**config.mk**
```make
export PLATFORM = sky130hd
export DESIGN_NAME = spi_master_v2
export DESIGN_NICKNAME = d
export VERILOG_FILES = /design/src/rtl/spi_master_v2.sv
export SDC_FILE = /design/constraint.sdc
export NUM_CORES = 1
export LEC_CHECK = 0
export CAP_MARGIN = 5
export CORE_MARGIN = 2
export CORE_UTILIZATION = 36
export CTS_CLUSTER_DIAMETER = 60
export DETAILED_ROUTE_END_ITERATION = 8
export PLACE_DENSITY = 0.6
export SLEW_MARGIN = 20
export SYNTH_ARGS = -nofsm -noshare
export SYNTH_HDL_FRONTEND = slang
export SYNTH_SLANG_ARGS = --single-unit
```
**constraint.sdc**
```tcl
create_clock -name clk_i -period 2 [get_ports clk_i]
set_input_delay 0.4 -clock clk_i [delete_from_list [all_inputs] [get_ports clk_i]]
set_output_delay 0.4 -clock clk_i [all_outputs]
set_load 0.01 [all_outputs]
```
**src/rtl/spi_master_v2.sv**
```systemverilog
// Full-duplex SPI master with valid/ready word interface, CPOL/CPHA modes,
// burst frames (CS held between words) and an inter-frame CS gap.
module spi_master_v2 #(
  parameter int CLK_FRE  = 100_000_000,
  parameter int SPI_FRE  = 1_000_000,
  parameter int DATA_W   = 8,
  parameter bit CPOL     = 1'b0,
  parameter bit CPHA     = 1'b0,
  parameter int CS_NUM   = 4,
  parameter int CS_SEL_W = 2,
  parameter int CS_GAP   = 4
) (
  input  logic                clk_i,
  input  logic                rst,
  input  logic                tx_valid,
  output logic                tx_ready,
  input  logic [DATA_W-1:0]   tx_data,
  input  logic                tx_last,
  input  logic [CS_SEL_W-1:0] cs_sel,
  output logic                rx_valid,
  output logic [DATA_W-1:0]   rx_data,
  output logic                busy,
  output logic [CS_NUM-1:0]   spi_cs_n,
  output logic                spi_sck,
  output logic                spi_sdo,
  input  logic                spi_sdi
);

  localparam int HALF  = CLK_FRE / (2 * SPI_FRE);
  localparam int DIV_W = $clog2(HALF) + 1;
  localparam int BIT_W = $clog2(2 * DATA_W) + 1;
  localparam int GAP_W = $clog2(CS_GAP) + 1;
  localparam logic [DIV_W-1:0] DIV_LAST  = DIV_W'(HALF - 1);
  localparam logic [BIT_W-1:0] EDGE_LAST = BIT_W'(2 * DATA_W);
  localparam logic [GAP_W-1:0] GAP_LAST  = GAP_W'(CS_GAP - 1);

  typedef enum logic [2:0] {
    S_IDLE, S_LEAD, S_SHIFT, S_TRAIL, S_NEXT, S_GAP
  } state_t;

  state_t r_state;
  state_t w_state_next;

  logic [DIV_W-1:0]  r_div;
  logic [BIT_W-1:0]  r_edge;
  logic [GAP_W-1:0]  r_gap;
  logic [DATA_W-1:0] r_tx_sh;
  logic [DATA_W-1:0] r_rx_sh;
  logic              r_last;
  logic [CS_NUM-1:0] r_cs_n;
  logic              r_sck;
  logic              r_sdo;
  logic              r_rx_valid;
  logic [DATA_W-1:0] r_rx_data;

  logic              w_accept;
  logic              w_div_done;
  logic [BIT_W-1:0]  w_edge_num;
  logic              w_sck_edge;
  logic              w_sample;
  logic              w_drive;
  logic              w_final;
  logic [CS_NUM-1:0] w_cs_dec;
  logic [DATA_W-1:0] w_rx_word;
  logic [DATA_W-1:0] w_tx_load;

  // An out-of-range cs_sel matches no line, so every CS stays high.
  genvar gi;
  generate
    for (gi = 0; gi < CS_NUM; gi++) begin : g_cs_dec
      assign w_cs_dec[gi] = (cs_sel != CS_SEL_W'(gi));
    end
  endgenerate

  assign tx_ready   = (r_state == S_IDLE) || (r_state == S_NEXT);
  assign busy       = (r_state != S_IDLE);
  assign w_accept   = tx_valid && tx_ready;
  assign w_div_done = (r_div == DIV_LAST);
  assign w_edge_num = r_edge + 1'b1;
  assign w_sck_edge = (r_state == S_SHIFT) && w_div_done;
  assign w_sample   = w_sck_edge && (w_edge_num[0] ^ CPHA);
  assign w_drive    = w_sck_edge && (CPHA ? w_edge_num[0]
                                          : (!w_edge_num[0] && (w_edge_num != EDGE_LAST)));
  assign w_final    = w_sck_edge && (w_edge_num == EDGE_LAST);

  // With CPHA=1 the last sample lands on the final edge itself, so it is merged in here.
  assign w_rx_word  = CPHA ? {r_rx_sh[DATA_W-2:0], spi_sdi} : r_rx_sh;
  // With CPHA=0 the MSB goes straight to spi_sdo, so the shifter starts one bit ahead.
  assign w_tx_load  = CPHA ? tx_data : {tx_data[DATA_W-2:0], 1'b0};

  always_ff @(posedge clk_i or posedge rst) begin
    if (rst) begin
      r_state <= S_IDLE;
    end else begin
      r_state <= w_state_next;
    end
  end

  always_comb begin
    w_state_next = r_state;
    case (r_state)
      S_IDLE:  if (w_accept) w_state_next = S_LEAD;
      S_LEAD:  if (w_div_done) w_state_next = S_SHIFT;
      S_SHIFT: if (w_final) w_state_next = S_TRAIL;
      S_TRAIL: if (w_div_done) w_state_next = r_last ? S_GAP : S_NEXT;
      S_NEXT:  if (w_accept) w_state_next = S_LEAD;
      S_GAP:   if (r_gap == GAP_LAST) w_state_next = S_IDLE;
      default: w_state_next = S_IDLE;
    endcase
  end

  always_ff @(posedge clk_i or posedge rst) begin
    if (rst) begin
      r_div      <= '0;
      r_edge     <= '0;
      r_gap      <= '0;
      r_tx_sh    <= '0;
      r_rx_sh    <= '0;
      r_last     <= 1'b0;
      r_cs_n     <= '1;
      r_sck      <= CPOL;
      r_sdo      <= 1'b0;
      r_rx_valid <= 1'b0;
      r_rx_data  <= '0;
    end else begin
      r_rx_valid <= 1'b0;
      // The divider restarts on every state change so each phase is exactly HALF long.
      if ((w_state_next != r_state) || w_div_done) begin
        r_div <= '0;
      end else begin
        r_div <= r_div + 1'b1;
      end
      r_gap <= (r_state == S_GAP) ? r_gap + 1'b1 : '0;
      if (w_accept) begin
        r_tx_sh <= w_tx_load;
        r_last  <= tx_last;
        r_edge  <= '0;
        if (!CPHA) r_sdo <= tx_data[DATA_W-1];
        if (r_state == S_IDLE) r_cs_n <= w_cs_dec;
      end
      if (w_sck_edge) begin
        r_sck  <= ~r_sck;
        r_edge <= w_edge_num;
      end
      if (w_sample) r_rx_sh <= {r_rx_sh[DATA_W-2:0], spi_sdi};
      if (w_drive) begin
        r_sdo   <= r_tx_sh[DATA_W-1];
        r_tx_sh <= r_tx_sh << 1;
      end
      if (w_final) begin
        r_rx_valid <= 1'b1;
        r_rx_data  <= w_rx_word;
      end
      if ((r_state == S_TRAIL) && w_div_done && r_last) begin
        r_cs_n <= '1;
        r_sdo  <= 1'b0;
      end
    end
  end

  assign rx_valid = r_rx_valid;
  assign rx_data  = r_rx_data;
  assign spi_cs_n = r_cs_n;
  assign spi_sck  = r_sck;
  assign spi_sdo  = r_sdo;

endmodule

```
; Yosys cells after proc, flatten, opt, wreduce, memory -nomap -nowiden
; Cells that the tools add are included.
[word_totals]
inputBits = 15
output_inout_bits = 17
ff_bits = 50
word_cells = 70
[op_classes]
addsub = 3
eq_ne = 13
mux = 20
bitwise = 1
n_reduce_logical = 21
[ops]
columns = cell, n
row1 = $mux 3, 6
row2 = $mux 8, 2
row3 = $pmux 3 s5, 1
row4 = $mux 4, 3
row5 = $mux 5, 2
row6 = $reduce_bool 2->1, 5
row7 = $eq 3x2->1 const B, 3
row8 = $logic_and 1x1->1, 8
row9 = $add 7x1->7 const B, 1
row10 = $eq 7x6->1 const B, 1
row11 = $mux 7, 1
row12 = $eq 3x3->1 const B, 2
row13 = $reduce_bool 3->1, 2
row14 = $add 5x1->5 const B, 1
row15 = $eq 5x5->1 const B, 1
row16 = $mux 1, 5
row17 = $ne 5x5->1 const B, 1
row18 = $ne 2x2->1 const B, 2
row19 = $add 3x1->3 const B, 1
row20 = $eq 3x1->1 const B, 1
row21 = $logic_not 3->1, 1
row22 = $ne 3x3->1, 1
row23 = $logic_or 1x1->1, 2
row24 = $ne 2x1->1 const B, 1
row25 = other kinds (4), 4

; Logic depth before layout (Yosys ltp)
[logic_depth]
ltp_word = 8
depth_mapped = 7

; Least setup slack after synthesis
; No wires, ideal clock.
[synth_timing]
path_type = reg2reg
startpoint = reg r_edge[0]
endpoint = reg r_rx_data[0] (netlist: rx_data[0])
path_stages_with_launch = 7
slack_ps = -128
t_arrival_ps = 2004
t_required_ps = 1875
n_path_buf = 1
setup_time_ps = 125
synth_period_minus_slack_ps = 2128
cell_sequence = dfrtp_1 > ha_1 > xnor2_1 > or4b_4 > a21boi_1 > buf_4 > mux2_2
[synth_between]
elab_chain_cells = 3
[synth_rtl]
columns = item, line
row1 = start: declaration, 45  ; logic [BIT_W-1:0] r_edge;
row2 = start signal: assignment, 143  ; r_edge <= w_edge_num;
row3 = $add 5x1->5, 79  ; assign w_edge_num = r_edge + 1'b1;
row4 = $eq 5x5->1, 84  ; assign w_final = w_sck_edge && (w_edge_num == EDGE_LAST);
row5 = $logic_and 1x1->1, 84
row6 = via w_final, 62  ; logic w_final;
row7 = end signal: assignment, 152  ; r_rx_data <= w_rx_word;
row8 = end: declaration, 54  ; logic [DATA_W-1:0] r_rx_data;
; The timed path passes the listed nets, and every way through them passes these cells.
; A chain may end at the register's enable or synchronous reset.

; Worst setup path in the final report
[layout_timing]
startpoint = reg r_edge[0]
endpoint = reg r_rx_data[1] (netlist: rx_data[1])
[layout_between]
elab_chain_cells = 3
[layout_rtl]
columns = item, line
row1 = $add 5x1->5, 79
row2 = $eq 5x5->1, 84
row3 = $logic_and 1x1->1, 84
; Every way passes these cells.

==> flow_metrics.env <==
export IMPL_status="complete, but fails checks"
export IMPL_violations="negative setup slack"
export IMPL_fin_crit_sh_pct=103
export IMPL_yosys_top_cells_count="dfrtp_1 (45), nor2_1 (19), mux2_2 (16), nand2_1 (16), and3_1 (10)"
export IMPL_cts_inserted_buffers=5
export IMPL_coreArea_um2=6030
export IMPL_synthCells=198
export IMPL_htreeDepth=2
export IMPL_cp_start_kind="flop"
export IMPL_final_setup_skew_ns=0.00540
export IMPL_crit_type="flop to flop"
export IMPL_cp_end_kind="flop"
export IMPL_n_antenna_cell=0
export IMPL_r2r_setup_slack_ns=-0.05
export IMPL_portBuffers=31
export IMPL_post_dp_cell_area_um2=2930
export IMPL_timing_hold_violations_final=0
export IMPL_dpl_hpwl_um=3360
export IMPL_vias_per_cell=4.90
export IMPL_min_period_ns=2.05
export IMPL_fp_dieH_um=83.5
export IMPL_relSlewSlack_pct=72.2
export IMPL_clock_latency_ns=0.30
export IMPL_synth_area_leader_cell="dfrtp_1"
export IMPL_yosysMostFrequentCell="dfrtp_1"
export IMPL_grt_pass1_wl_um=8570
export IMPL_initial_core_util_pct=37.7
export IMPL_hp_class="input pin to asynchronous set/reset pin"
export IMPL_drc=0
export IMPL_fmax_ghz=0.487
export IMPL_setup_slack_ns=-0.0527
export IMPL_postSynth_asyncResetShare_pct=100
export IMPL_setup_viol=22
export IMPL_fillers=548
export IMPL_max_cap_viol_count=0
export IMPL_grt_pass1_vias=1690
export IMPL_cts_hold_buf=0
export IMPL_powerDensity_nw_per_um2=906
export IMPL_tightest_slew_ns=0.416
export IMPL_ys_flop_type="dfrtp_1"
export IMPL_multi_input_area_um2=1100
export IMPL_die_area_um2=6970
export IMPL_fp_dieW_um=83.5
export IMPL_ant_nets=0
export IMPL_area_delta_synth_final_pct=39.5
export IMPL_dp_cells=327
export IMPL_path_max_fanout=5
export IMPL_gr_total_overflow=0
export IMPL_drv_slew=0
export IMPL_synth_top_cell_area_share_pct=49.5
export IMPL_cts_tree="yes"
export IMPL_drtIter0Drc=86
export IMPL_synth_area_leaders="dfrtp_1 (50%), mux2_2 (7.9%), dfstp_2 (4.6%), ha_1 (3.3%), nor2_1 (3.1%)"
export IMPL_syn_num_nets=219
export IMPL_p_leak_uw=0.00145
export IMPL_clk_pin_slew_ns=0.09
export IMPL_syn_avg_cell_area_um2=11.5
export IMPL_vdd_drop_max_mv=0.556
export IMPL_ys_ff_latch=49
export IMPL_seqCellArea_um2=1230
export IMPL_ios=32
export IMPL_antenna_found_initial=0
export IMPL_critPathRequiredTime_ns=2.19
export IMPL_wl_per_cell_um=14.3
export IMPL_final_cells=339
export IMPL_nets=285
export IMPL_via_count=1660
export IMPL_yosys_cell_types_count=41
export IMPL_postLayoutCellArea_um2=3170
export IMPL_yosysWarnings=0
export IMPL_crit_arrival_ns=2.24
export IMPL_cts_max_path_buffers=2
export IMPL_ys_seq_area_share_pct=54.1
export IMPL_drt_wl_total_um=4850
export IMPL_grt_max_degree=33
export IMPL_firstDrtPassIters=4
export IMPL_place_congestion=0.763
export IMPL_grt_total_usage_pct=15.2
export IMPL_cts_sinks=49
export IMPL_syn_area_um2=2270
export IMPL_cts_root_buffer="clkbuf_8"
export IMPL_synth_edff_count=0
export IMPL_drive_above_1_share_pct=30.3
export IMPL_rows=28
export IMPL_rsz0062_at_grt="yes"
## through the flow
step | TNS [ns] | worst slack (ns) | utilization [%] | hold WS (ns) | total power [µW]
final | -0.555 | -0.0527 | 52.7 | 0.407 | 2870
after global routing | -2.22 | -0.134 | 52.7 | 0.438 | 3080
after CTS | -1.12 | -0.0738 | 51.5 | 0.399 | 2900
after detailed placement | -2.76 | -0.150 | 48.7 | 0.433 | 2180
after global placement | -2.34 | -0.109 | 48.7 | 0.427 | 2170
after floorplan | -0.548 | -0.0489 | - | 0.410 | 1800
## final timing paths
path / startpoint / to / cells past startpoint
setup / recovery: r_edge[0]$_DFFE_PP0P_ / rx_data[1]$_DFFE_PP0P_ / 6
hold / removal: rst / rx_valid$_DFF_PP0_ / 2
setup reg to reg: r_edge[0]$_DFFE_PP0P_ / rx_data[1]$_DFFE_PP0P_ / 6
hold reg to reg: r_gap[0]$_DFF_PP0_ / r_gap[0]$_DFF_PP0_ / 1
max in group asynchronous: rst / spi_cs_n[1]$_DFFE_PP1P_ / 3
min in group clk_i: r_gap[0]$_DFF_PP0_ / r_gap[0]$_DFF_PP0_ / 1
## logic make-up after synthesis
logic type / Yosys count / share of synthesized area [%]
simple gates: 72 / 18.3
xor+xnor: 11 / 4.24
flops: 49 / 54.1
buf+inv: 15 / 2.75
fa+ha+maj: 6 / 3.30
mux: 18 / 8.86
compound gates: 27 / 8.42
## cell type report
type,count,area share (%)
tap,75,2.96
multi-input combinational,134,34.8
timing repair buffer,66,19.1
clock inverter,2,1.10
clock buffer,5,2.17
sequential,49,38.9
inverter,8,0.946
## where the power goes
part / switching [µW] / total (µW) / internal (µW)
Clock: 317 / 681 / 364
Sequential: 162 / 1380 / 1210
Combinational: 355 / 817 / 462
Total: 834 / 2870 / 2040
## cell usage in the layout, fill, tap and decap left out, types with 2 or more instances in the layout
| cell type | instances |
|---|---|
| a21oi_1 | 3 |
| buf_6 | 5 |
| nand2_1 | 16 |
| nand3b_1 | 2 |
| inv_1 | 6 |
| dfrtp_1 | 43 |
| clkdlybuf4s50_1 | 30 |
| nor2_1 | 18 |
| o21ai_0 | 9 |
| or4b_4 | 2 |
| xor2_1 | 3 |
| dfstp_2 | 4 |
| inv_2 | 2 |
| dfrtp_2 | 2 |
| and3_1 | 9 |
| a21o_1 | 2 |
| nor4b_1 | 3 |
| or3_1 | 2 |
| nor4_4 | 2 |
| nand3_1 | 6 |
| clkbuf_8 | 5 |
| xnor2_1 | 7 |
| ha_1 | 4 |
| ha_4 | 2 |
| buf_4 | 29 |
| mux2_4 | 16 |
| a221o_1 | 6 |
## registers in the layout (all words and copies together), names as in the netlist
name      cells
rx_valid      1
r_edge        5
r_div         7
r_rx_sh       8
r_tx_sh       7
r_state       3
r_gap         3
r_last        1
rx_data       8
spi_sdo       1
spi_sck       1
spi_cs_n      4
## layer usage
metal	share of wire (%)	vias to the layer above	GRT usage, %
met3	3.3	6	3.46
met1	48	798	21.0
met2	47	26	24.1
met4	1.3	0	4.40
met5	0	-	0
li1	-	830	-
## critical path, cell delays in order, from the launching register on
cell	delay [ns]
dfrtp_2	0.45
ha_4	0.19
xnor2_2	0.12
or4b_4	0.52
a21boi_4	0.19
buf_6	0.16
mux2_4	0.30
## timing repair
item / CTS / global route
gates cloned: 2 / 0
pin swaps: 3 / 1
gates resized for setup: 10 / 18
endpoints found under the setup margin: 26 / 27
setup buffers: 2 / 2
Note: power is estimated with default switching activity, not from simulation.
